==> src/rtl/bin2bcd_32_if.sv <==
// Request/response bundle for bin2bcd_32: binary request in, packed BCD result out.
// The requester drives the master modport and the converter implements the slave modport.
interface bin2bcd_32_if #(
    parameter int DATA_W = 27
);
    logic [DATA_W-1:0] bin_i;
    logic              valid_i;
    logic              ready_o;
    logic [31:0]       data_o;
    logic              ovf_o;
    logic              done_o;

    modport master (
        output bin_i,
        output valid_i,
        input  ready_o,
        input  data_o,
        input  ovf_o,
        input  done_o
    );

    modport slave (
        input  bin_i,
        input  valid_i,
        output ready_o,
        output data_o,
        output ovf_o,
        output done_o
    );
endinterface

==> src/rtl/bin2bcd_32.sv <==
// Sequential binary-to-BCD converter (shift-and-add-3, one input bit per clock).
// Optional feature macro BIN2BCD_SAT_EN: an overflowing result reads as 32'h9999_9999.
module bin2bcd_32 #(
    parameter int DATA_W = 27
) (
    input  logic         clk,
    input  logic         rst_i,
    bin2bcd_32_if.slave  bus
);
    localparam int CNT_W = $clog2(DATA_W + 1);

    typedef enum logic [1:0] {
        IDLE,
        SHIFT,
        DONE
    } state_t;

    state_t            r_state;
    logic [39:0]       r_acc;
    logic [DATA_W-1:0] r_shreg;
    logic [CNT_W-1:0]  r_cnt;
    logic [31:0]       r_data;
    logic              r_ovf;
    logic              r_done;
    logic              r_ready;

    logic [35:0]       w_adj;
    logic              w_ovf;
    logic [31:0]       w_data;

    // Add-3 correction for digits 0..8. Digit 9 never exceeds 4 for a 32-bit input,
    // so it needs no correction and only its low three bits survive the shift.
    genvar gi;
    generate
        for (gi = 0; gi < 9; gi++) begin : g_digit
            assign w_adj[gi*4 +: 4] = (r_acc[gi*4 +: 4] >= 4'd5) ?
                                      (r_acc[gi*4 +: 4] + 4'd3) :
                                      r_acc[gi*4 +: 4];
        end
    endgenerate

    assign w_ovf = |r_acc[39:32];

`ifdef BIN2BCD_SAT_EN
    assign w_data = w_ovf ? 32'h9999_9999 : r_acc[31:0];
`else
    assign w_data = r_acc[31:0];
`endif

    always_ff @(posedge clk) begin
        if (rst_i) begin
            r_state <= IDLE;
            r_acc   <= '0;
            r_shreg <= '0;
            r_cnt   <= '0;
            r_data  <= '0;
            r_ovf   <= 1'b0;
            r_done  <= 1'b0;
            r_ready <= 1'b1;
        end else begin
            r_done <= 1'b0;
            case (r_state)
                IDLE: begin
                    if (bus.valid_i) begin
                        r_shreg <= bus.bin_i;
                        r_acc   <= '0;
                        r_cnt   <= CNT_W'(DATA_W);
                        r_ready <= 1'b0;
                        r_state <= SHIFT;
                    end
                end
                SHIFT: begin
                    r_acc   <= {r_acc[38:36], w_adj, r_shreg[DATA_W-1]};
                    r_shreg <= r_shreg << 1;
                    r_cnt   <= r_cnt - CNT_W'(1);
                    if (r_cnt == CNT_W'(1)) begin
                        r_state <= DONE;
                    end
                end
                DONE: begin
                    // Outputs change only here, keeping them steady for the display mux.
                    r_data  <= w_data;
                    r_ovf   <= w_ovf;
                    r_done  <= 1'b1;
                    r_ready <= 1'b1;
                    r_state <= IDLE;
                end
                default: begin
                    r_state <= IDLE;
                    r_ready <= 1'b1;
                end
            endcase
        end
    end

    assign bus.ready_o = r_ready;
    assign bus.data_o  = r_data;
    assign bus.ovf_o   = r_ovf;
    assign bus.done_o  = r_done;
endmodule

==> src/flat_wrapper.sv <==
// flat-port wrapper written by rule: the top's interface ports become plain ports
module bin2bcd_32_flat 
#(
    parameter int DATA_W = 27
)
  (clk, rst_i, bus_bin_i, bus_valid_i, bus_ready_o, bus_data_o, bus_ovf_o, bus_done_o);
  bin2bcd_32_if #(.DATA_W(DATA_W)) bus_i ();
  input  logic clk;
  input  logic rst_i;
  input wire logic [$bits(bus_i.bin_i)-1:0] bus_bin_i;
  input wire logic [$bits(bus_i.valid_i)-1:0] bus_valid_i;
  output wire logic [$bits(bus_i.ready_o)-1:0] bus_ready_o;
  output wire logic [$bits(bus_i.data_o)-1:0] bus_data_o;
  output wire logic [$bits(bus_i.ovf_o)-1:0] bus_ovf_o;
  output wire logic [$bits(bus_i.done_o)-1:0] bus_done_o;
  assign bus_i.bin_i = bus_bin_i;
  assign bus_i.valid_i = bus_valid_i;
  assign bus_ready_o = bus_i.ready_o;
  assign bus_data_o = bus_i.data_o;
  assign bus_ovf_o = bus_i.ovf_o;
  assign bus_done_o = bus_i.done_o;
  bin2bcd_32 #(.DATA_W(DATA_W)) u_core (.clk(clk), .rst_i(rst_i), .bus(bus_i));
endmodule
==> config.mk <==
export PLATFORM = sky130hd
export DESIGN_NAME = bin2bcd_32_flat
export DESIGN_NICKNAME = d
export VERILOG_FILES = /design/src/rtl/bin2bcd_32_if.sv /design/src/rtl/bin2bcd_32.sv /design/src/flat_wrapper.sv
export SDC_FILE = /design/constraint.sdc
export NUM_CORES = 1
export LEC_CHECK = 0
export CAP_MARGIN = 20
export CORE_MARGIN = 10
export CORE_UTILIZATION = 50
export DETAILED_ROUTE_END_ITERATION = 12
export GPL_TIMING_DRIVEN = 0
export HOLD_SLACK_MARGIN = 0.02
export PLACE_DENSITY = 0.76
export SYNTH_ARGS = -nofsm -noshare
export SYNTH_HDL_FRONTEND = slang
export SYNTH_SLANG_ARGS = --single-unit
==> constraint.sdc <==
create_clock -name clk -period 1.3 [get_ports clk]
set_input_delay 0.195 -clock clk [delete_from_list [all_inputs] [get_ports clk]]
set_output_delay 0.195 -clock clk [all_outputs]
set_load 0.01 [all_outputs]
==> reports/summary.txt, run 1 <==
max-slew violation count = 0
switching share of total power = 26.57%
WHS Path Cells = 3
hold_ws = 0.2872 ns
CTS root buffer = clkbuf_8
status = complete, but fails checks
failing checks = setup timing
Hold-fix buffers, CTS = 0
placed inst area = 0.005894 sq mm
CP Max Fanout = 3
total CTS buffers = 9
Die ar. = 0.01455 sq mm
Pleak = 2.782 nW
clock tree from TritonCTS = yes
Area contributors post-synth = dfxtp_1, nand2_1, a21oi_1
area leader, netlist = dfxtp_1
CP Data Arrival Time = 1.74 ns
crit start category = register
grt total ovfl = 0
clk_lat worst skew = 0.37 ns
Avg Inst Size Synth = 8.994 sq um
Max stage delay on crit path = 0.38 ns
Combinational Power Share = 16.5%
worst slack, placed = -0.5733 ns
routability congestion estimate from global placement = 0.8302
share of layout cells above drive strength 1 = 31.61%
final hold violations = 0
Die Width = 120.6 um
Clock Sinks = 109
clock skew = 0.01410 ns
Post-Route WL = 14730 um
starting DRC count in detailed routing = 305
Post-DP HPWL = 8582 um
MaxCap Viol Count = 0
Top Metal Used = met4
worst path required time = 1.62 ns
CTS Buffer Depth = 2
source of the worst register-to-register timing path = u_core.r_acc[1]
Slowest cell on crit path = dfxtp_2
largest net degree at the start of global routing = 18
Seq pwr share = 50.1%
H-Tree Depth = 3
R2R Setup Slk = -0.12 ns
commonest non-fill, non-tap cell in the layout = nand2_1
post-synthesis cell area = 0.005064 sq mm
DR WL/cell = 18.19 um
fin crit share = 109.4%
post-synthesis cell type count = 38
Initial Util = 51.57%
DRT met1 WL = 5832 um
Tightest Pin Transition = 0.7066 ns
Post-Syn Nets = 614
Area growth syn-to-layout = 40.25%
global-route wire length before repair = 21900 um
met2 wire len = 7835 um
number of synthesized register bits = 109
fill count = 710
clock power share = 33.4%
post-layout min period = 1.422 ns
Routed Antenna Nets = 0
worst rel slew slack = 52.90%
Core Box Area = 0.009819 sq mm
total track usage = 18.03%
Worst setup EP type = register
Clock Pin Slew Worst Setup and Hold Paths = 0.10 ns
met3 wire length = 702 um
post-route setup slack = -0.1218 ns
RSZ-0062 raised after global routing = true
highest clock rate = 0.7033 GHz
Hold Crit Class = in -> reg
Final Setup Violations = 57
antenna violations before repair = 0
vias in the first global route = 4483
via/cell ratio = 5.616
Post-Syn Instances = 563
critical path type = reg -> reg
# DRC = 0
P_int = 5.164 mW
Pwr per Cell Area = 990.2 mW/mm^2
post-synthesis sequential area ratio = 43.09%
port bufs = 63
area of the multi-input gates = 0.003012 sq mm
Synth warnings = 0
drt pass-1 iters = 5
Die Ht = 120.6 um
Sequential Area = 0.002222 sq mm
min-delay src = bus_valid_i
R2R Path End = u_core.r_acc[2]
Rows = 36
Psw = 1.868 mW
Final nets = 723
CP cell instances = inv_4, ha_4, nand2b_4, a21oi_4, mux2i_1, a22o_1
final antenna diode count = 0
commonest non-fill, non-tap cells in the layout = nand2_1, dfxtp_1, a21oi_1
Worst Hold Endpoint = u_core.r_state[0]
DR vias = 4549
maximum vdd drop = 0.5405 mV
design area = 0.007102 sq mm
IO Count = 65
Pwr Total = 7.032 mW
R2R depth = 6
post-synth top area share = 43.09%
## flip-flops by register name (all words and copies together), names as in the netlist
register	count
u_core.bus.done_o	1
u_core.r_state	2
u_core.r_shreg	27
u_core.r_cnt	5
u_core.bus.data_o	32
u_core.r_acc	40
u_core.bus.ready_o	1
u_core.bus.ovf_o	1
## repair_timing
| item | CTS | global route |
|---|---|---|
| endpoints found under the setup margin | 133 | 101 |
| cloned | 7 | 3 |
| setup buffers | 20 | 10 |
| pin swaps | 47 | 51 |
| resized for setup | 128 | 85 |
## synth_stat cells
library cell / count
nand2_1: 113
o21ai_1: 5
mux2i_1: 9
nand3_1: 15
and4_1: 1
clkbuf_1: 4
inv_1: 22
buf_6: 13
o21ba_4: 1
ha_1: 21
a211oi_2: 1
a22o_1: 27
nor3b_1: 1
nor4_4: 1
nor2b_4: 1
a311oi_1: 1
buf_4: 6
nand2b_1: 12
a22oi_1: 6
nand3b_1: 1
buf_2: 12
nor3_1: 12
o21ai_0: 16
nor2_8: 2
a211oi_1: 2
nor2_4: 1
xor2_1: 9
a41oi_1: 1
nor4b_1: 1
a21oi_1: 64
nand2b_4: 1
nor2_1: 36
a311oi_2: 20
nor2b_1: 2
xnor2_1: 10
nor3b_4: 1
dfxtp_1: 109
buf_1: 3
## cell families after synthesis
group | share of synthesized area, %
AND/OR/NAND/NOR | 18.43
XOR/XNOR | 3.286
AO/OA/AOI/OAI | 21.10
buffers and inverters | 7.116
multiplexers | 1.779
adder cells (fa/ha/maj) | 5.189
flip-flops | 43.09
## power by group through the flow
stage | Combinational, mW | Clock [mW] | Sequential [mW]
floorplan | 0.587 | 0 | 3.58
global placement | 0.814 | 0 | 3.59
detailed placement | 0.832 | 0 | 3.59
CTS | 1.02 | 2.32 | 3.51
global route | 1.24 | 2.46 | 3.54
finish | 1.16 | 2.35 | 3.52
## critical path, delay by kind of cell, from the launching register on
kind / cells / cell delay, ns
compound gates: 2 / 0.38
fa+ha+maj: 1 / 0.15
buf+inv: 1 / 0.06
flops: 1 / 0.38
mux: 1 / 0.27
simple gates: 1 / 0.14
## worst max path at each step
stage	startpoint	to
2_1_floorplan	u_core.r_state[0]	u_core.r_acc[19]
3_3_place_gp	bus_valid_i	u_core.r_acc[23]
3_5_place_dp	bus_valid_i	u_core.r_acc[27]
4_1_cts	u_core.r_state[1]	u_core.r_shreg[6]
5_1_grt	u_core.r_acc[16]	u_core.r_acc[17]
6_report	u_core.r_acc[1]	u_core.r_acc[2]
## per-layer routing
layer	vias to the layer above	GRT usage (%)
met2	127	32.15
li1	2153	-
met4	0	5.505
met3	31	3.723
met1	2238	21.17
met5	-	0
## per-stage QoR
step	setup TNS, ns	std cells	utilization, %
floorplan	0	563	-
global placement	-23.60	759	60.03
detailed placement	-24.89	759	60.03
CTS	-2.745	801	67.43
global route	-5.585	810	72.32
finish	-2.772	810	72.32
## area by class of cell
type | instances | share of cell area [%]
multi-input cells | 395 | 42.41
inverters | 22 | 1.233
clock buffers | 11 | 1.991
well taps | 133 | 2.343
plain buffers | 33 | 4.422
repair buffers | 102 | 15.13
flip-flops and latches | 109 | 31.29
clock inverters | 5 | 1.180
Power figures use the tool's default switching activity.
==> inputs of run 2 (changes only) <==
--- a/config.mk
+++ b/config.mk
@@ -16,2 +16,3 @@
 export SYNTH_HDL_FRONTEND = slang
 export SYNTH_SLANG_ARGS = --single-unit
+export TNS_END_PERCENT = 5
==> constraint.sdc (replaced) <==
create_clock -name clk -period 1.3 [get_ports clk]
set_input_delay 0.195 -clock clk [delete_from_list [all_inputs] [get_ports clk]]
set_output_delay 0.195 -clock clk [all_outputs]
set_load 0.05 [all_outputs]
==> reports/summary.txt, run 2 (synthesis results as in run 1) <==
Die Ht = 120.6 um
Area growth syn-to-layout = 30.15%
Pwr per Cell Area = 1076 mW/mm^2
R2R Path End = u_core.r_acc[19]
Pleak = 2.517 nW
source of the worst register-to-register timing path = u_core.r_state[0]
routability congestion estimate from global placement = 0.7917
starting DRC count in detailed routing = 318
Die Width = 120.6 um
clock skew = 0.01180 ns
min-delay src = rst_i
antenna violations before repair = 0
Hold-fix buffers, CTS = 0
vias in the first global route = 4237
clk_lat worst skew = 0.37 ns
Post-DP HPWL = 8623 um
port bufs = 63
Worst Hold Endpoint = u_core.bus.ready_o
Final Setup Violations = 57
Worst setup EP type = register
CP cell instances = nor2b_4, buf_4, nor2_4, clkbuf_16, o21ai_1, a21oi_1
Pwr Total = 7.092 mW
largest net degree at the start of global routing = 18
maximum vdd drop = 0.7265 mV
final hold violations = 0
Hold Crit Class = in -> reg
design area = 0.006590 sq mm
Slowest cell on crit path = dfxtp_4
global-route wire length before repair = 20190 um
drt pass-1 iters = 5
cell family with most CP delay = flip-flops
commonest non-fill, non-tap cells in the layout = nand2_1, dfxtp_1, a21oi_1
Post-Route WL = 13300 um
grt total ovfl = 0
Die ar. = 0.01455 sq mm
IO Count = 65
final antenna diode count = 0
status = complete, but fails checks
Routed Antenna Nets = 0
share of layout cells above drive strength 1 = 32.27%
post-layout min period = 1.457 ns
Max stage delay on crit path = 0.45 ns
crit start category = register
highest clock rate = 0.6862 GHz
post-route setup slack = -0.1573 ns
hold_ws = 0.3045 ns
Final nets = 706
CP Max Fanout = 8
failing checks = setup timing
CTS Buffer Depth = 2
DR WL/cell = 16.77 um
R2R depth = 6
MaxCap Viol Count = 0
total CTS buffers = 9
final core utilization = 67.11%
CP bufs+invs = 2
RSZ-0062 raised after global routing = true
R2R Setup Slk = -0.16 ns
H-Tree Depth = 3
max-slew violation count = 0
fin crit share = 112.1%
Tightest Pin Transition = 0.7113 ns
critical path type = reg -> reg
largest reg by FF count = u_core.r_acc
Rows = 36
DR vias = 4398
# DRC = 0
CP Data Arrival Time = 1.70 ns
worst path required time = 1.54 ns
WHS Path Cells = 3
via/cell ratio = 5.546
Clock Pin Slew Worst Setup and Hold Paths = 0.10 ns
Initial Util = 51.57%
worst rel slew slack = 52.58%
CTS root buffer = clkbuf_8
placed inst area = 0.005864 sq mm
total track usage = 16.62%
commonest non-fill, non-tap cell in the layout = nand2_1
Clock Sinks = 109
clock tree from TritonCTS = yes
Core Box Area = 0.009819 sq mm
max reg flops = 40
-- run 2: cell types whose count changed in the layout (fill, tap and decap cells not counted), moves of 5 or more --
cell / before / now
buf_2: 1 / 35
dlygate4sd2_1: 35 / 0
nand2_1: 95 / 107
ha_4: 8 / 3
nand2_2: 15 / 6
ha_2: 4 / 11
buf_6: 20 / 13
-- run 2: what timing repair did --
item / in CTS / in global routing
pin swaps: 26 / 50
endpoints found under the setup margin: 135 / 125
cloned: 0 / 3
gates resized for setup: 176 / 135
setup buffers: 1 / 17
hold endpoints to repair: 0 / 0
-- run 2: per-layer routing --
layer / global-route usage (%) / vias to the layer above / wire, um
met5: 0 / - / 0
met4: 6.184 / 0 / 312
met3: 2.885 / 25 / 627
met2: 29.10 / 107 / 6850
met1: 19.87 / 2147 / 5512
li1: - / 2119 / -
-- run 2: final cells by class --
cell class / count / area (sq um)
plain buffers: 35 / 345.3
fillers: 791 / 3229
well taps: 133 / 166.4
multi-input cells: 394 / 2825
inverters: 22 / 87.58
clock buffers: 11 / 151.4
repair buffers: 84 / 691.9
flip-flops and latches: 109 / 2216
clock inverters: 5 / 106.4
-- run 2: worst min-delay path, stage by stage --
cell	delay, ns
buf_4	0.23
nor2_1	0.11
o21ai_0	0.09
-- run 2: through the flow --
step | setup WS (ns) | cells | setup TNS (ns)
after detailed placement | -0.5805 | 759 | -27.27
after global routing | -0.2385 | 793 | -6.585
after CTS | -0.1041 | 776 | -2.435
final | -0.1573 | 793 | -2.103
after global placement | -0.5574 | 759 | -23.62
after floorplan | -0.04996 | 563 | -0.6621
-- run 2: worst max-delay path by stage --
stage | cells past startpoint | startpoint | end | slack [ns]
after floorplan | 6 | u_core.r_acc[13] | u_core.r_acc[14] | -0.05
after global placement | 6 | bus_valid_i | u_core.r_acc[19] | -0.56
after detailed placement | 6 | bus_valid_i | u_core.r_acc[31] | -0.58
after CTS | 6 | u_core.r_acc[13] | u_core.r_acc[14] | -0.10
after global routing | 6 | u_core.r_state[0] | u_core.r_acc[19] | -0.24
final | 6 | u_core.r_state[0] | u_core.r_acc[19] | -0.16
-- run 2: report_power, final --
part / leakage [nW] / internal (mW) / switching [mW]
Combinational: 1.49 / 0.472 / 0.533
Sequential: 0.897 / 3.45 / 0.0821
Clock: 0.126 / 1.39 / 1.17
Total: 2.52 / 5.31 / 1.79
